--- src/rtl/cpu_if_arbiter_if.sv ---
// cpu_if -- simple CPU-style register bus between a requester and a device.
//   req/req_is_wr/addr/wr_data/wr_biten : request, driven by the requester
//   req_stall_wr/req_stall_rd           : device not ready for a write/read
//   rd_ack/rd_err/rd_data               : read completion
//   wr_ack/wr_err                       : write completion
// Modports:
//   dev : device side (receives requests, returns stalls/acks)
//   cpu : requester side (issues requests, receives stalls/acks)
interface cpu_if #(
  parameter int ADDR_WIDTH = 16,
  parameter int DATA_WIDTH = 16
);
  logic                  req;
  logic                  req_is_wr;
  logic [ADDR_WIDTH-1:0] addr;
  logic [DATA_WIDTH-1:0] wr_data;
  logic [DATA_WIDTH-1:0] wr_biten;
  logic                  req_stall_wr;
  logic                  req_stall_rd;
  logic                  rd_ack;
  logic                  rd_err;
  logic [DATA_WIDTH-1:0] rd_data;
  logic                  wr_ack;
  logic                  wr_err;

  modport dev (
    input  req, req_is_wr, addr, wr_data, wr_biten,
    output req_stall_wr, req_stall_rd, rd_ack, rd_err, rd_data, wr_ack, wr_err
  );

  modport cpu (
    output req, req_is_wr, addr, wr_data, wr_biten,
    input  req_stall_wr, req_stall_rd, rd_ack, rd_err, rd_data, wr_ack, wr_err
  );
endinterface

--- src/rtl/cpu_if_arbiter.sv ---
// cpu_if_arbiter -- two-requester round-robin arbiter onto one downstream
// register block, with at most one transaction outstanding.
// Ports:
//   clk   : clock, all state on rising edge
//   reset : synchronous active-high reset
//   m0    : requester 0 (holds priority after reset)
//   m1    : requester 1
//   s     : shared downstream register block
// Build option:
//   CPU_ARB_TIMEOUT_EN : when defined, a WAIT that lasts TIMEOUT_CYCLES
//                        cycles without an ack is completed locally with
//                        err = 1. Undefined: WAIT lasts until an ack.
module cpu_if_arbiter #(
  parameter int ADDR_WIDTH     = 16,
  parameter int DATA_WIDTH     = 16,
  parameter int TIMEOUT_CYCLES = 255
) (
  input  logic clk,
  input  logic reset,
  cpu_if.dev   m0,
  cpu_if.dev   m1,
  cpu_if.cpu   s
);

  if (TIMEOUT_CYCLES < 1 || TIMEOUT_CYCLES > 65535) begin : g_bad_timeout
    $error("cpu_if_arbiter: TIMEOUT_CYCLES out of range 1..65535");
  end

  typedef enum logic {IDLE, WAIT} state_t;

  state_t state_q, state_d;
  logic   prio_q, prio_d;   // port that wins a tie
  logic   gnt_q, gnt_d;     // port owning the outstanding transaction

  // Requester views gathered into port-indexed arrays
  logic [1:0]                 p_req, p_wr;
  logic [1:0][ADDR_WIDTH-1:0] p_addr;
  logic [1:0][DATA_WIDTH-1:0] p_wdata, p_biten;

  assign p_req   = {m1.req, m0.req};
  assign p_wr    = {m1.req_is_wr, m0.req_is_wr};
  assign p_addr  = {m1.addr, m0.addr};
  assign p_wdata = {m1.wr_data, m0.wr_data};
  assign p_biten = {m1.wr_biten, m0.wr_biten};

  logic win, cur, idle, s_req, s_is_wr, accept, fwd, complete, timeout;

  assign idle     = (state_q == IDLE);
  assign win      = (p_req == 2'b11) ? prio_q : p_req[1];
  assign s_is_wr  = p_wr[win];
  assign s_req    = !reset && idle && (|p_req);
  assign accept   = s_req && !(s_is_wr ? s.req_stall_wr : s.req_stall_rd);
  // Acks are only meaningful while a transaction is live: in WAIT, or in
  // the IDLE cycle the request is accepted (zero-latency completion).
  assign fwd      = accept || (!reset && state_q == WAIT);
  assign cur      = idle ? win : gnt_q;
  assign complete = fwd && (s.rd_ack || s.wr_ack);

  assign s.req       = s_req;
  assign s.req_is_wr = s_is_wr;
  assign s.addr      = p_addr[win];
  assign s.wr_data   = p_wdata[win];
  assign s.wr_biten  = p_biten[win];

`ifdef CPU_ARB_TIMEOUT_EN
  logic [15:0] cnt_q;
  logic        wr_q;   // direction of the outstanding transaction

  always_ff @(posedge clk) begin
    if (reset) begin
      cnt_q <= '0;
      wr_q  <= 1'b0;
    end else begin
      if (idle)                       cnt_q <= '0;
      else if (!complete && !timeout) cnt_q <= cnt_q + 16'd1;
      if (accept) wr_q <= s_is_wr;
    end
  end

  // A real ack in the same cycle takes precedence over the timeout.
  assign timeout = !reset && (state_q == WAIT) && !complete &&
                   (cnt_q == 16'(TIMEOUT_CYCLES));
`else
  assign timeout = 1'b0;
`endif

  logic [1:0]                 stall_wr, stall_rd, rd_ack, rd_err, wr_ack, wr_err;
  logic [1:0][DATA_WIDTH-1:0] rd_data;

  always_comb begin
    stall_wr = '1;
    stall_rd = '1;
    rd_ack   = '0;
    rd_err   = '0;
    wr_ack   = '0;
    wr_err   = '0;
    rd_data  = '0;
    state_d  = state_q;
    prio_d   = prio_q;
    gnt_d    = gnt_q;

    if (s_req) begin
      stall_wr[win] = s.req_stall_wr;
      stall_rd[win] = s.req_stall_rd;
    end

    if (fwd) begin
      rd_ack[cur]  = s.rd_ack;
      rd_err[cur]  = s.rd_err;
      wr_ack[cur]  = s.wr_ack;
      wr_err[cur]  = s.wr_err;
      rd_data[cur] = s.rd_ack ? s.rd_data : '0;
    end

`ifdef CPU_ARB_TIMEOUT_EN
    if (timeout) begin
      if (wr_q) begin
        wr_ack[gnt_q] = 1'b1;
        wr_err[gnt_q] = 1'b1;
      end else begin
        rd_ack[gnt_q] = 1'b1;
        rd_err[gnt_q] = 1'b1;
      end
    end
`endif

    case (state_q)
      IDLE: if (accept) begin
        if (complete) prio_d = ~win;
        else begin
          state_d = WAIT;
          gnt_d   = win;
        end
      end
      WAIT: if (complete || timeout) begin
        state_d = IDLE;
        prio_d  = ~gnt_q;
      end
      default: state_d = IDLE;
    endcase
  end

  always_ff @(posedge clk) begin
    if (reset) begin
      state_q <= IDLE;
      prio_q  <= 1'b0;
      gnt_q   <= 1'b0;
    end else begin
      state_q <= state_d;
      prio_q  <= prio_d;
      gnt_q   <= gnt_d;
    end
  end

  assign m0.req_stall_wr = stall_wr[0];
  assign m0.req_stall_rd = stall_rd[0];
  assign m0.rd_ack       = rd_ack[0];
  assign m0.rd_err       = rd_err[0];
  assign m0.rd_data      = rd_data[0];
  assign m0.wr_ack       = wr_ack[0];
  assign m0.wr_err       = wr_err[0];

  assign m1.req_stall_wr = stall_wr[1];
  assign m1.req_stall_rd = stall_rd[1];
  assign m1.rd_ack       = rd_ack[1];
  assign m1.rd_err       = rd_err[1];
  assign m1.rd_data      = rd_data[1];
  assign m1.wr_ack       = wr_ack[1];
  assign m1.wr_err       = wr_err[1];

endmodule

--- src/flat_wrapper.sv ---
// flat-port wrapper written by rule: the top's interface ports become plain ports
module cpu_if_arbiter_flat 
#(
  parameter int ADDR_WIDTH     = 16,
  parameter int DATA_WIDTH     = 16,
  parameter int TIMEOUT_CYCLES = 255
)
  (clk, reset, m0_req, m0_req_is_wr, m0_addr, m0_wr_data, m0_wr_biten, m0_req_stall_wr, m0_req_stall_rd, m0_rd_ack, m0_rd_err, m0_rd_data, m0_wr_ack, m0_wr_err, m1_req, m1_req_is_wr, m1_addr, m1_wr_data, m1_wr_biten, m1_req_stall_wr, m1_req_stall_rd, m1_rd_ack, m1_rd_err, m1_rd_data, m1_wr_ack, m1_wr_err, s_req, s_req_is_wr, s_addr, s_wr_data, s_wr_biten, s_req_stall_wr, s_req_stall_rd, s_rd_ack, s_rd_err, s_rd_data, s_wr_ack, s_wr_err);
  cpu_if #(.ADDR_WIDTH(ADDR_WIDTH), .DATA_WIDTH(DATA_WIDTH)) m0_i ();
  cpu_if #(.ADDR_WIDTH(ADDR_WIDTH), .DATA_WIDTH(DATA_WIDTH)) m1_i ();
  cpu_if #(.ADDR_WIDTH(ADDR_WIDTH), .DATA_WIDTH(DATA_WIDTH)) s_i ();
  input  logic clk;
  input  logic reset;
  input wire logic [$bits(m0_i.req)-1:0] m0_req;
  input wire logic [$bits(m0_i.req_is_wr)-1:0] m0_req_is_wr;
  input wire logic [$bits(m0_i.addr)-1:0] m0_addr;
  input wire logic [$bits(m0_i.wr_data)-1:0] m0_wr_data;
  input wire logic [$bits(m0_i.wr_biten)-1:0] m0_wr_biten;
  output wire logic [$bits(m0_i.req_stall_wr)-1:0] m0_req_stall_wr;
  output wire logic [$bits(m0_i.req_stall_rd)-1:0] m0_req_stall_rd;
  output wire logic [$bits(m0_i.rd_ack)-1:0] m0_rd_ack;
  output wire logic [$bits(m0_i.rd_err)-1:0] m0_rd_err;
  output wire logic [$bits(m0_i.rd_data)-1:0] m0_rd_data;
  output wire logic [$bits(m0_i.wr_ack)-1:0] m0_wr_ack;
  output wire logic [$bits(m0_i.wr_err)-1:0] m0_wr_err;
  input wire logic [$bits(m1_i.req)-1:0] m1_req;
  input wire logic [$bits(m1_i.req_is_wr)-1:0] m1_req_is_wr;
  input wire logic [$bits(m1_i.addr)-1:0] m1_addr;
  input wire logic [$bits(m1_i.wr_data)-1:0] m1_wr_data;
  input wire logic [$bits(m1_i.wr_biten)-1:0] m1_wr_biten;
  output wire logic [$bits(m1_i.req_stall_wr)-1:0] m1_req_stall_wr;
  output wire logic [$bits(m1_i.req_stall_rd)-1:0] m1_req_stall_rd;
  output wire logic [$bits(m1_i.rd_ack)-1:0] m1_rd_ack;
  output wire logic [$bits(m1_i.rd_err)-1:0] m1_rd_err;
  output wire logic [$bits(m1_i.rd_data)-1:0] m1_rd_data;
  output wire logic [$bits(m1_i.wr_ack)-1:0] m1_wr_ack;
  output wire logic [$bits(m1_i.wr_err)-1:0] m1_wr_err;
  output wire logic [$bits(s_i.req)-1:0] s_req;
  output wire logic [$bits(s_i.req_is_wr)-1:0] s_req_is_wr;
  output wire logic [$bits(s_i.addr)-1:0] s_addr;
  output wire logic [$bits(s_i.wr_data)-1:0] s_wr_data;
  output wire logic [$bits(s_i.wr_biten)-1:0] s_wr_biten;
  input wire logic [$bits(s_i.req_stall_wr)-1:0] s_req_stall_wr;
  input wire logic [$bits(s_i.req_stall_rd)-1:0] s_req_stall_rd;
  input wire logic [$bits(s_i.rd_ack)-1:0] s_rd_ack;
  input wire logic [$bits(s_i.rd_err)-1:0] s_rd_err;
  input wire logic [$bits(s_i.rd_data)-1:0] s_rd_data;
  input wire logic [$bits(s_i.wr_ack)-1:0] s_wr_ack;
  input wire logic [$bits(s_i.wr_err)-1:0] s_wr_err;
  assign m0_i.req = m0_req;
  assign m0_i.req_is_wr = m0_req_is_wr;
  assign m0_i.addr = m0_addr;
  assign m0_i.wr_data = m0_wr_data;
  assign m0_i.wr_biten = m0_wr_biten;
  assign m0_req_stall_wr = m0_i.req_stall_wr;
  assign m0_req_stall_rd = m0_i.req_stall_rd;
  assign m0_rd_ack = m0_i.rd_ack;
  assign m0_rd_err = m0_i.rd_err;
  assign m0_rd_data = m0_i.rd_data;
  assign m0_wr_ack = m0_i.wr_ack;
  assign m0_wr_err = m0_i.wr_err;
  assign m1_i.req = m1_req;
  assign m1_i.req_is_wr = m1_req_is_wr;
  assign m1_i.addr = m1_addr;
  assign m1_i.wr_data = m1_wr_data;
  assign m1_i.wr_biten = m1_wr_biten;
  assign m1_req_stall_wr = m1_i.req_stall_wr;
  assign m1_req_stall_rd = m1_i.req_stall_rd;
  assign m1_rd_ack = m1_i.rd_ack;
  assign m1_rd_err = m1_i.rd_err;
  assign m1_rd_data = m1_i.rd_data;
  assign m1_wr_ack = m1_i.wr_ack;
  assign m1_wr_err = m1_i.wr_err;
  assign s_req = s_i.req;
  assign s_req_is_wr = s_i.req_is_wr;
  assign s_addr = s_i.addr;
  assign s_wr_data = s_i.wr_data;
  assign s_wr_biten = s_i.wr_biten;
  assign s_i.req_stall_wr = s_req_stall_wr;
  assign s_i.req_stall_rd = s_req_stall_rd;
  assign s_i.rd_ack = s_rd_ack;
  assign s_i.rd_err = s_rd_err;
  assign s_i.rd_data = s_rd_data;
  assign s_i.wr_ack = s_wr_ack;
  assign s_i.wr_err = s_wr_err;
  cpu_if_arbiter #(.ADDR_WIDTH(ADDR_WIDTH), .DATA_WIDTH(DATA_WIDTH), .TIMEOUT_CYCLES(TIMEOUT_CYCLES)) u_core (.clk(clk), .reset(reset), .m0(m0_i), .m1(m1_i), .s(s_i));
endmodule
--- config.mk ---
export PLATFORM = sky130hd
export DESIGN_NAME = cpu_if_arbiter_flat
export DESIGN_NICKNAME = d
export VERILOG_FILES = /design/src/rtl/cpu_if_arbiter_if.sv /design/src/rtl/cpu_if_arbiter.sv /design/src/flat_wrapper.sv
export SDC_FILE = /design/constraint.sdc
export NUM_CORES = 1
export LEC_CHECK = 0
export ABC_AREA = 1
export CAP_MARGIN = 0
export CORE_AREA = 2 2 84 86
export CTS_CLUSTER_DIAMETER = 120
export DETAILED_ROUTE_END_ITERATION = 16
export DIE_AREA = 0 0 86 88
export PLACE_DENSITY_LB_ADDON = 0.05
export SYNTH_ARGS = -nofsm -noshare
export SYNTH_HDL_FRONTEND = slang
export SYNTH_SLANG_ARGS = --single-unit
--- constraint.sdc ---
create_clock -name clk -period 1.6 [get_ports clk]
set_clock_uncertainty 0.15 [all_clocks]
set_input_delay 0.16 -clock clk [delete_from_list [all_inputs] [get_ports clk]]
set_output_delay 0.16 -clock clk [all_outputs]
set_load 0.02 [all_outputs]
After elaboration in Yosys (flattened, before gate mapping)

Index checks and enable logic that the tools add are counted.

$lt $le $gt $ge: 4
Equal/unequal tests: 4
Muxes and demuxes: 32
Bitwise operators: 12
Reductions and logical operators: 14

Operators with widths:

| operator             | number |
|---|---|
| $mux W16             | 8 |
| $and A32 B32 Y32     | 1 |
| $mux W32             | 1 |
| $demux W16 S1        | 1 |
| $mux W1              | 12 |
| $mux W2              | 6 |
| $and A2 B2 Y2        | 4 |
| $logic_and A1 B1 Y1  | 7 |
| $ne A2 B2 Y1 const B | 3 |
| $reduce_and A3 Y1    | 2 |
| $lt A1 B2 Y1 const B | 2 |
| $not A1 Y1           | 4 |
| $or A2 B2 Y2         | 2 |
| $pmux W1 S2          | 2 |
| $demux W1 S1         | 2 |
| $eq A2 B2 Y1 const B | 1 |
| $ge A1 B1 Y1 const B | 2 |
| $logic_not A1 Y1     | 2 |
| $logic_or A1 B1 Y1   | 2 |
| $not A2 Y2           | 1 |
| $reduce_or A2 Y1     | 1 |

Bits in registers: 3

Longest topological paths before layout

Gate-level depths: netlist (run 1).

Word-level depth: 12
Gate-level depth with buffers: 10

Worst setup path before layout (run 1)

OpenSTA, ideal clock, no wires.

Path type: register to output
From: register u_core.state_q
To: output m0_rd_err
Arrival time: 1552 ps
Setup slack: -262 ps
Stages on the path, launching flop included: 6
Path buffers: 0
Cells stage by stage: dfxtp_1 nor3_4 nand3_2 nand2_4 inv_1 nor3_1

Elaborated cells on any way between the ends: 14

RTL lines:

| element                           | RTL line              | source |
|---|---|---|
| start, declared                   | cpu_if_arbiter.sv:31  | `state_t state_q, state_d;` |
| start signal, assigned            | cpu_if_arbiter.sv:149 | `state_q <= state_d;` |
| $not A1 Y1 (no source line)       | -                     |  |
| $logic_and A1 B1 Y1 (2 in series) | cpu_if_arbiter.sv:51  | `assign s_req = !reset && idle && (\|p_req);` |
| named net s_req                   | flat_wrapper.sv:38    | `output wire logic [$bits(s_i.req)-1:0] s_req;` |
| $logic_and A1 B1 Y1               | cpu_if_arbiter.sv:52  | `assign accept = s_req && !(s_is_wr ? s.req_stall_wr : s.req_stall_rd);` |
| $logic_or A1 B1 Y1                | cpu_if_arbiter.sv:55  | `assign fwd = accept \|\| (!reset && state_q == WAIT);` |
| $mux W2                           | cpu_if_arbiter.sv:107 | `if (fwd) begin` |
| end, declared                     | flat_wrapper.sv:22    | `output wire logic [$bits(m0_i.rd_err)-1:0] m0_rd_err;` |

The timed path passes the listed nets, and every way through them passes these cells.

Worst setup path in the final report (run 1)

From: register u_core.prio_q
To: output m1_rd_data[11]

Longest elaborated chain between the ends: 8
Elaborated cells on any way between the ends: 15

Ends and longest elaborated chain:

| element                                                                        | RTL line                                    | source |
|---|---|---|
| start, declared                                                                | cpu_if_arbiter.sv:32                        | `logic prio_q, prio_d;` |
| start signal, assigned                                                         | cpu_if_arbiter.sv:150                       | `prio_q <= prio_d;` |
| $mux W1 (*)                                                                    | cpu_if_arbiter.sv:49                        | `assign win = (p_req == 2'b11) ? prio_q : p_req[1];` |
| $mux W1, on equally long branches                                              | cpu_if_arbiter.sv:56, cpu_if_arbiter.sv:50  |  |
| $lt A1 B2 Y1 (implied by the code), or another cell as far along               | cpu_if_arbiter.sv:112                       | `rd_data[cur] = s.rd_ack ? s.rd_data : '0;` |
| $logic_and A1 B1 Y1 (implied by the code) / $mux W1 (equally long branches)    | cpu_if_arbiter.sv:112, cpu_if_arbiter.sv:52 |  |
| $mux W16 / $logic_not A1 Y1 (equally long branches)                            | cpu_if_arbiter.sv:112, cpu_if_arbiter.sv:52 |  |
| $demux W16 S1 / $logic_and A1 B1 Y1 (equally long branches)                    | -                                           |  |
| $and A32 B32 Y32 (no source line) / $logic_or A1 B1 Y1 (equally long branches) | -                                           |  |
| $mux W32 (*)                                                                   | cpu_if_arbiter.sv:107                       |  |
| end, declared                                                                  | flat_wrapper.sv:35                          | `output wire logic [$bits(m1_i.rd_data)-1:0] m1_rd_data;` |

Every way passes the cells marked *; elsewhere a longest branch is shown, timed or not. The select of a mux whose other input is x is not followed.

==> results of run 1 <==
## layer usage
metal	routed length (µm)	vias up	GRT usage
li1	-	1237	-
met1	2540	1009	0.176
met2	3600	140	0.322
met3	659	16	0.0471
met4	246	0	0.0693
met5	0	-	0
## power by group through the flow
stage / Sequential, µW / Combinational [µW] / Clock [µW]
after global routing: 82.6 / 1230 / 236
final: 82.2 / 1140 / 225
after global placement: 82.4 / 1160 / 0
after floorplan: 81.6 / 475 / 0
after detailed placement: 82.4 / 1170 / 0
after CTS: 82.1 / 1130 / 232
## sequential cells by signal, indices dropped and copies added (netlist names)
name / flops
u_core.prio_q: 1
u_core.state_q: 1
u_core.gnt_q: 1
## path summary, 6_finish.rpt
kind              slack (ns)  depth (start not counted)                    endpoint
setup / recovery       -0.42                         10              m1_rd_data[11]
hold / removal          0.35                          2  u_core.prio_q$_SDFFE_PP0P_
setup reg to reg        0.12                         10  u_core.prio_q$_SDFFE_PP0P_
hold reg to reg         0.35                          2  u_core.prio_q$_SDFFE_PP0P_
## through the flow
stage                     cells  hold slack [ns]  utilization  total power (µW)
after floorplan             263           0.0810            -               556
after global placement      565            0.365        0.561              1240
after detailed placement    565            0.339        0.561              1250
after CTS                   572            0.351        0.576              1440
after global routing        575            0.382        0.598              1550
final                       575            0.346        0.598              1450
## worst min-delay path: cells and delay by family (launching register included)
| kind | cells | cell delay (ns) |
|---|---|---|
| flip-flops | 1 | 0.33 |
| AND/OR/NAND/NOR | 1 | 0.09 |
| AO/OA/AOI/OAI | 1 | 0.04 |
## cell usage in the layout, fill, tap and decap left out, types with 5 or more instances in the layout
master	synthesis	layout
nor2_4	0	27
nor3_2	0	6
clkdlybuf4s50_1	0	121
inv_1	31	26
clkdlybuf4s15_2	0	15
buf_6	2	34
nand2_1	153	151
nor2_1	34	7
nand3_1	9	6
dlygate4sd2_1	0	34
buf_12	0	5
buf_4	0	23
## repair_timing
item                                    4_1_cts  5_1_grt
pin swaps                                     4        5
setup buffers                                 2        1
gates cloned                                  1        2
endpoints found under the setup margin       94       94
gates resized for setup                     344       25
## area by class of cell
cell class | instances | area [µm²]
tap | 80 | 100
multi-input combinational | 216 | 1200
inverter | 32 | 130
sequential | 3 | 62.6
clock buffer | 4 | 45.0
timing repair buffer | 240 | 2440
fill | 646 | 2670
## kinds of logic after synthesis
logic type,Yosys count,share of synthesized area
buffers and inverters,44,0.155
DFF,3,0.0516
and+or+nand+nor,213,0.767
AOI/OAI and AO/OA,3,0.0269
==> impl_metrics.sql, run 1 <==
INSERT INTO impl_metrics (metric_group, metric, value, unit) VALUES
('run_status', 'outcome', 'complete, but fails checks', ''),
('run_status', 'failed_checks', 'negative setup slack', ''),
('setup_path', 'criticalPathCategory', 'flop to primary output', ''),
('pwr', 'p_switching', '611', 'µW'),
('clocking', 'clk_pin_slew_worst_paths', '0.03', 'ns'),
('global_routing', 'grt_first_pass_wirelength', '10.4', 'mm'),
('global_routing', 'grt_ovf', '0', ''),
('placement', 'port_buffers', '217', ''),
('pwr', 'sequentialPowerShare', '0.057', ''),
('min_path', 'min-delay-path-class', 'flop to flop', ''),
('flow_run', 'max_cap_violations', '0', ''),
('clocking', 'tritoncts', 'yes', ''),
('routing', 'drt-total-wl', '7.05', 'mm'),
('logic_synthesis', 'synth_cell_types', '19', ''),
('setup_path', 'crit_buf_inv', '5', ''),
('setup_path', 'critPathSlowestCell', 'dfxtp_2', ''),
('global_routing', 'grt_start_max_net_pins', '37', ''),
('routing', 'wirelength_per_cell', '12.3', 'µm'),
('setup_path', 'critical_path_required', '1.29', 'ns'),
('pwr', 'ir_worst_vdd', '244', 'µV'),
('logic_synthesis', 'synthFlopType', 'dfxtp_1', ''),
('sta', 'timing_worst_slew_pin_value', '0.363', 'ns'),
('routing', 'avgViaCountPerCell', '4.18', ''),
('logic_synthesis', 'synth.top_cells.by_count', 'nand2_1 (153), nor2_1 (34), inv_1 (31)', ''),
('sta', 'final_worst_setup_slack', '-0.419', 'ns'),
('setup_path', 'startpoint_of_the_most_critical_register_to_register_path', 'u_core.prio_q$_SDFFE_PP0P_', ''),
('setup_path', 'path_delay_family', 'buffers and inverters', ''),
('pwr', 'clock_power_share', '0.155', ''),
('clocking', 'ctsLongestPathBuffers', '2', ''),
('floorplanning', 'num_io_pins', '218', ''),
('logic_synthesis', 'largest_cells_by_area_after_synthesis', 'nand2_1 (49%), nor2_1 (11%), inv_1 (10%), dfxtp_1 (5.2%), nand3_1 (3.9%)', ''),
('clocking', 'cts_inserted_buffers', '3', ''),
('global_routing', 'first_global_vias', '2303', ''),
('setup_path', 'crit_path_cell_trace', 'inv_2, nand2_4, nand2_4, buf_6, a21boi_4, buf_6, nand3_4, clkbuf_16, nor2_4, buf_6', ''),
('pwr', 'power_density', '365', 'nW/µm²'),
('floorplanning', 'dieArea', '7570', 'µm²'),
('sta', 'rsz0062_at_grt', 'true', ''),
('sta', 'fmaxAchievable', '495', 'MHz'),
('pwr', 'internal_power', '839', 'µW'),
('pwr', 'p_sw_frac', '0.421', ''),
('setup_path', 'cpMostUsedCell', 'buf_6', ''),
('pwr', 'power.share.combinational', '0.789', ''),
('routing', 'antenna_left', '0', ''),
('logic_synthesis', 'postSynthRegisterBits', '3', ''),
('routing', 'drcViolationCount', '0', ''),
('logic_synthesis', 'synthesis.area', '1160', 'µm²'),
('logic_synthesis', 'net_count_after_synthesis', '387', ''),
('logic_synthesis', 'fraction_of_registers_with_async_set_reset', '0', ''),
('floorplanning', 'placement_row_count', '30', ''),
('setup_path', 'setup.worst_path.start', 'u_core.prio_q$_SDFFE_PP0P_', ''),
('logic_synthesis', 'post-synth-top-area-fraction', '0.494', ''),
('placement', 'placer_congestion_estimate', '0.811', ''),
('floorplanning', 'initial_utilization', '0.175', ''),
('final_layout', 'drive_gt1_frac', '0.291', ''),
('clocking', 'cts-htree-levels', '1', ''),
('final_layout', 'antenna_cells_inserted', '0', ''),
('logic_synthesis', 'synthMostInstantiatedCell', 'nand2_1', ''),
('pwr', 'leakage_power_total', '0.00197', 'µW'),
('clocking', 'clkLatencyLatePin', '0.22', 'ns'),
('floorplanning', 'die_h', '88', 'µm'),
('routing', 'drt_iter0_markers', '47', ''),
('setup_path', 'worst_ep_arrival_time', '1.71', 'ns'),
('logic_synthesis', 'synth_edf_count', '0', ''),
('sta', 'finalHoldViolCount', '0', ''),
('setup_path', 'critPathMaxFanout', '8', ''),
('logic_synthesis', 'syn-instance-count', '263', ''),
('global_routing', 'grtUsageTotal', '0.170', ''),
('placement', 'placed_cell_area', '3730', 'µm²'),
('placement', 'dp_worst_setup_slack', '-0.932', 'ns'),
('sta', 'setup_viol_count_final', '90', ''),
('logic_synthesis', 'synth_seq_area_share', '0.0516', '');
Power figures use the tool's default switching activity.
==> run 2: changes to the inputs <==
--- a/config.mk
+++ b/config.mk
@@ -7,10 +7,10 @@
 export LEC_CHECK = 0
 export ABC_AREA = 1
 export CAP_MARGIN = 0
-export CORE_AREA = 2 2 84 86
+export CORE_AREA = 2 2 85 87
 export CTS_CLUSTER_DIAMETER = 120
 export DETAILED_ROUTE_END_ITERATION = 16
-export DIE_AREA = 0 0 86 88
+export DIE_AREA = 0 0 87 89
 export PLACE_DENSITY_LB_ADDON = 0.05
 export SYNTH_ARGS = -nofsm -noshare
 export SYNTH_HDL_FRONTEND = slang
==> constraint.sdc (replaced) <==
create_clock -name clk -period 2.5 [get_ports clk]
set_clock_uncertainty 0.15 [all_clocks]
set_input_delay 0.25 -clock clk [delete_from_list [all_inputs] [get_ports clk]]
set_output_delay 0.25 -clock clk [all_outputs]
set_load 0.02 [all_outputs]
==> impl_metrics.sql, run 2 (synthesis gave the netlist of run 1 again) <==
INSERT INTO impl_metrics (metric_group, metric, value, unit) VALUES
('routing', 'drt-total-wl', '6.58', 'mm'),
('placement', 'placer_congestion_estimate', '0.766', ''),
('final_layout', 'most_common_library_cell_in_the_layout_ignoring_fill_and_taps', 'nand2_1', ''),
('final_layout', 'drive_gt1_frac', '0.138', ''),
('routing', 'drcViolationCount', '0', ''),
('floorplanning', 'initial_utilization', '0.173', ''),
('clocking', 'clkLatencyLatePin', '0.21', 'ns'),
('routing', 'wirelength_per_cell', '11.6', 'µm'),
('global_routing', 'grt_start_max_net_pins', '42', ''),
('final_layout', 'nets', '612', ''),
('clocking', 'cts_inserted_buffers', '3', ''),
('placement', 'post-place-cells', '560', ''),
('sta', 'finalHoldViolCount', '0', ''),
('clocking', 'numClockSinks', '3', ''),
('pwr', 'post-layout-total-power', '824', 'µW'),
('placement', 'placed_cell_area', '3480', 'µm²'),
('sta', 'timing.final.crit_share', '0.946', ''),
('global_routing', 'initial_antenna_violation_count', '0', ''),
('final_layout', 'final-instance-count-excl-fill', '567', ''),
('clocking', 'number_of_hold_repair_buffers_added_at_the_cts_stage', '0', ''),
('floorplanning', 'die-width', '87', 'µm'),
('clocking', 'clk_pin_slew_worst_paths', '0.03', 'ns'),
('routing', 'drt_iter0_markers', '37', ''),
('global_routing', 'grt_ovf', '0', ''),
('sta', 'period_minus_slack', '2.36', 'ns'),
('clocking', 'cts_root_buf', 'clkbuf_8', ''),
('final_layout', 'layout.filler_cells', '717', ''),
('run_status', 'outcome', 'completed', ''),
('flow_run', 'max_cap_violations', '0', ''),
('setup_path', 'critPathMaxFanout', '17', ''),
('final_layout', 'most-common-layout-cells', 'nand2_1 (152), clkdlybuf4s50_1 (127), dlygate4sd2_1 (50)', ''),
('global_routing', 'grt_first_pass_wirelength', '9.43', 'mm'),
('sta', 'timing.final.max_slew_violations', '0', ''),
('placement', 'dp_worst_setup_slack', '-0.289', 'ns'),
('floorplanning', 'num_io_pins', '218', ''),
('sta', 'timing_worst_slew_pin_value', '0.329', 'ns'),
('sta', 'setup_viol_count_final', '0', ''),
('routing', 'first_pass_iters', '4', ''),
('setup_path', 'critical_path_required', '2.10', 'ns'),
('global_routing', 'first_global_vias', '2068', ''),
('placement', 'port_buffers', '217', ''),
('setup_path', 'criticalPathCategory', 'primary input to primary output', ''),
('sta', 'final_worst_setup_slack', '0.135', 'ns'),
('min_path', 'min-delay-path-class', 'flop to flop', ''),
('routing', 'antenna_left', '0', ''),
('final_layout', 'largestRegisters', 'u_core.gnt_q x1, u_core.prio_q x1, u_core.state_q x1', ''),
('pwr', 'leakage_power_total', '0.00183', 'µW'),
('placement', 'place_hpwl', '5.63', 'mm'),
('setup_path', 'crit_path_start_kind', 'primary input', ''),
('pwr', 'power_density', '249', 'nW/µm²'),
('routing', 'via_count', '2269', ''),
('setup_path', 'worst_ep_arrival_time', '1.96', 'ns'),
('floorplanning', 'placement_row_count', '30', ''),
('floorplanning', 'die_h', '89', 'µm'),
('routing', 'avgViaCountPerCell', '4.00', ''),
('clocking', 'tritoncts', 'yes', ''),
('sta', 'fmaxAchievable', '423', 'MHz'),
('sta', 'max-slew-margin-rel', '0.781', ''),
('global_routing', 'grtUsageTotal', '0.151', ''),
('clocking', 'cts-htree-levels', '1', ''),
('sta', 'timing.hold.ws', '0.363', 'ns'),
('final_layout', 'antenna_cells_inserted', '0', ''),
('setup_path', 'critPathCaptureType', 'primary output', ''),
('clocking', 'ctsLongestPathBuffers', '2', ''),
('pwr', 'ir_worst_vdd', '120', 'µV'),
('floorplanning', 'design.core.area', '6720', 'µm²'),
('final_layout', 'area_growth_syn_to_layout', '184', '%'),
('floorplanning', 'dieArea', '7740', 'µm²'),
('final_layout', 'final_design_area_no_fill', '3300', 'µm²');
[run 2: per-layer routing]
| metal | track usage | share of wire | vias up |
|---|---|---|---|
| li1 | - | - | 1221 |
| met1 | 0.144 | 0.35 | 910 |
| met2 | 0.303 | 0.50 | 132 |
| met3 | 0.0554 | 0.13 | 6 |
| met4 | 0.0384 | 0.015 | 0 |
| met5 | 0 | 0 | - |
[run 2: critical path: stages]
cell	delay [ns]
clkdlybuf4s50_1	0.58
nand2_4	0.10
buf_4	0.15
a21boi_4	0.18
inv_1	0.14
nand3_4	0.21
inv_1	0.06
clkdlybuf4s15_1	0.29
[run 2: final timing paths]
path	endpoint	start	cells after the start	slack, ns
min	u_core.prio_q$_SDFFE_PP0P_	u_core.prio_q$_SDFFE_PP0P_	2	0.36
min reg2reg	u_core.prio_q$_SDFFE_PP0P_	u_core.prio_q$_SDFFE_PP0P_	2	0.36
max	m0_rd_ack	m1_req	8	0.14
max reg2reg	u_core.gnt_q$_SDFFE_PP0P_	u_core.prio_q$_SDFFE_PP0P_	8	1.00
[run 2: what timing repair did]
action | in CTS | in global routing
setup buffers | 0 | 3
gates cloned | 0 | 0
setup endpoints to repair | 90 | 40
gates resized for setup | 92 | 88
[run 2: final cells by class]
type,count,area [µm²],share of cell area
multi-input cells,216,926,0.280
repair buffers,232,2050,0.621
flip-flops and latches,3,60.1,0.0182
clock buffers,4,45.0,0.0136
well taps,80,100,0.0303
inverters,32,120,0.0363
[run 2: per-stage QoR]
step	util	TNS (ns)
6_report	0.492	0
5_1_grt	0.492	-0.0849
4_1_cts	0.508	0
3_5_place_dp	0.518	-13.67
3_3_place_gp	0.518	-11.08
2_1_floorplan	-	0
[run 2: power breakdown]
| group | internal [µW] | switching, µW |
|---|---|---|
| Sequential | 50.5 | 1.47 |
| Clock | 108 | 28.3 |
| Combinational | 325 | 311 |
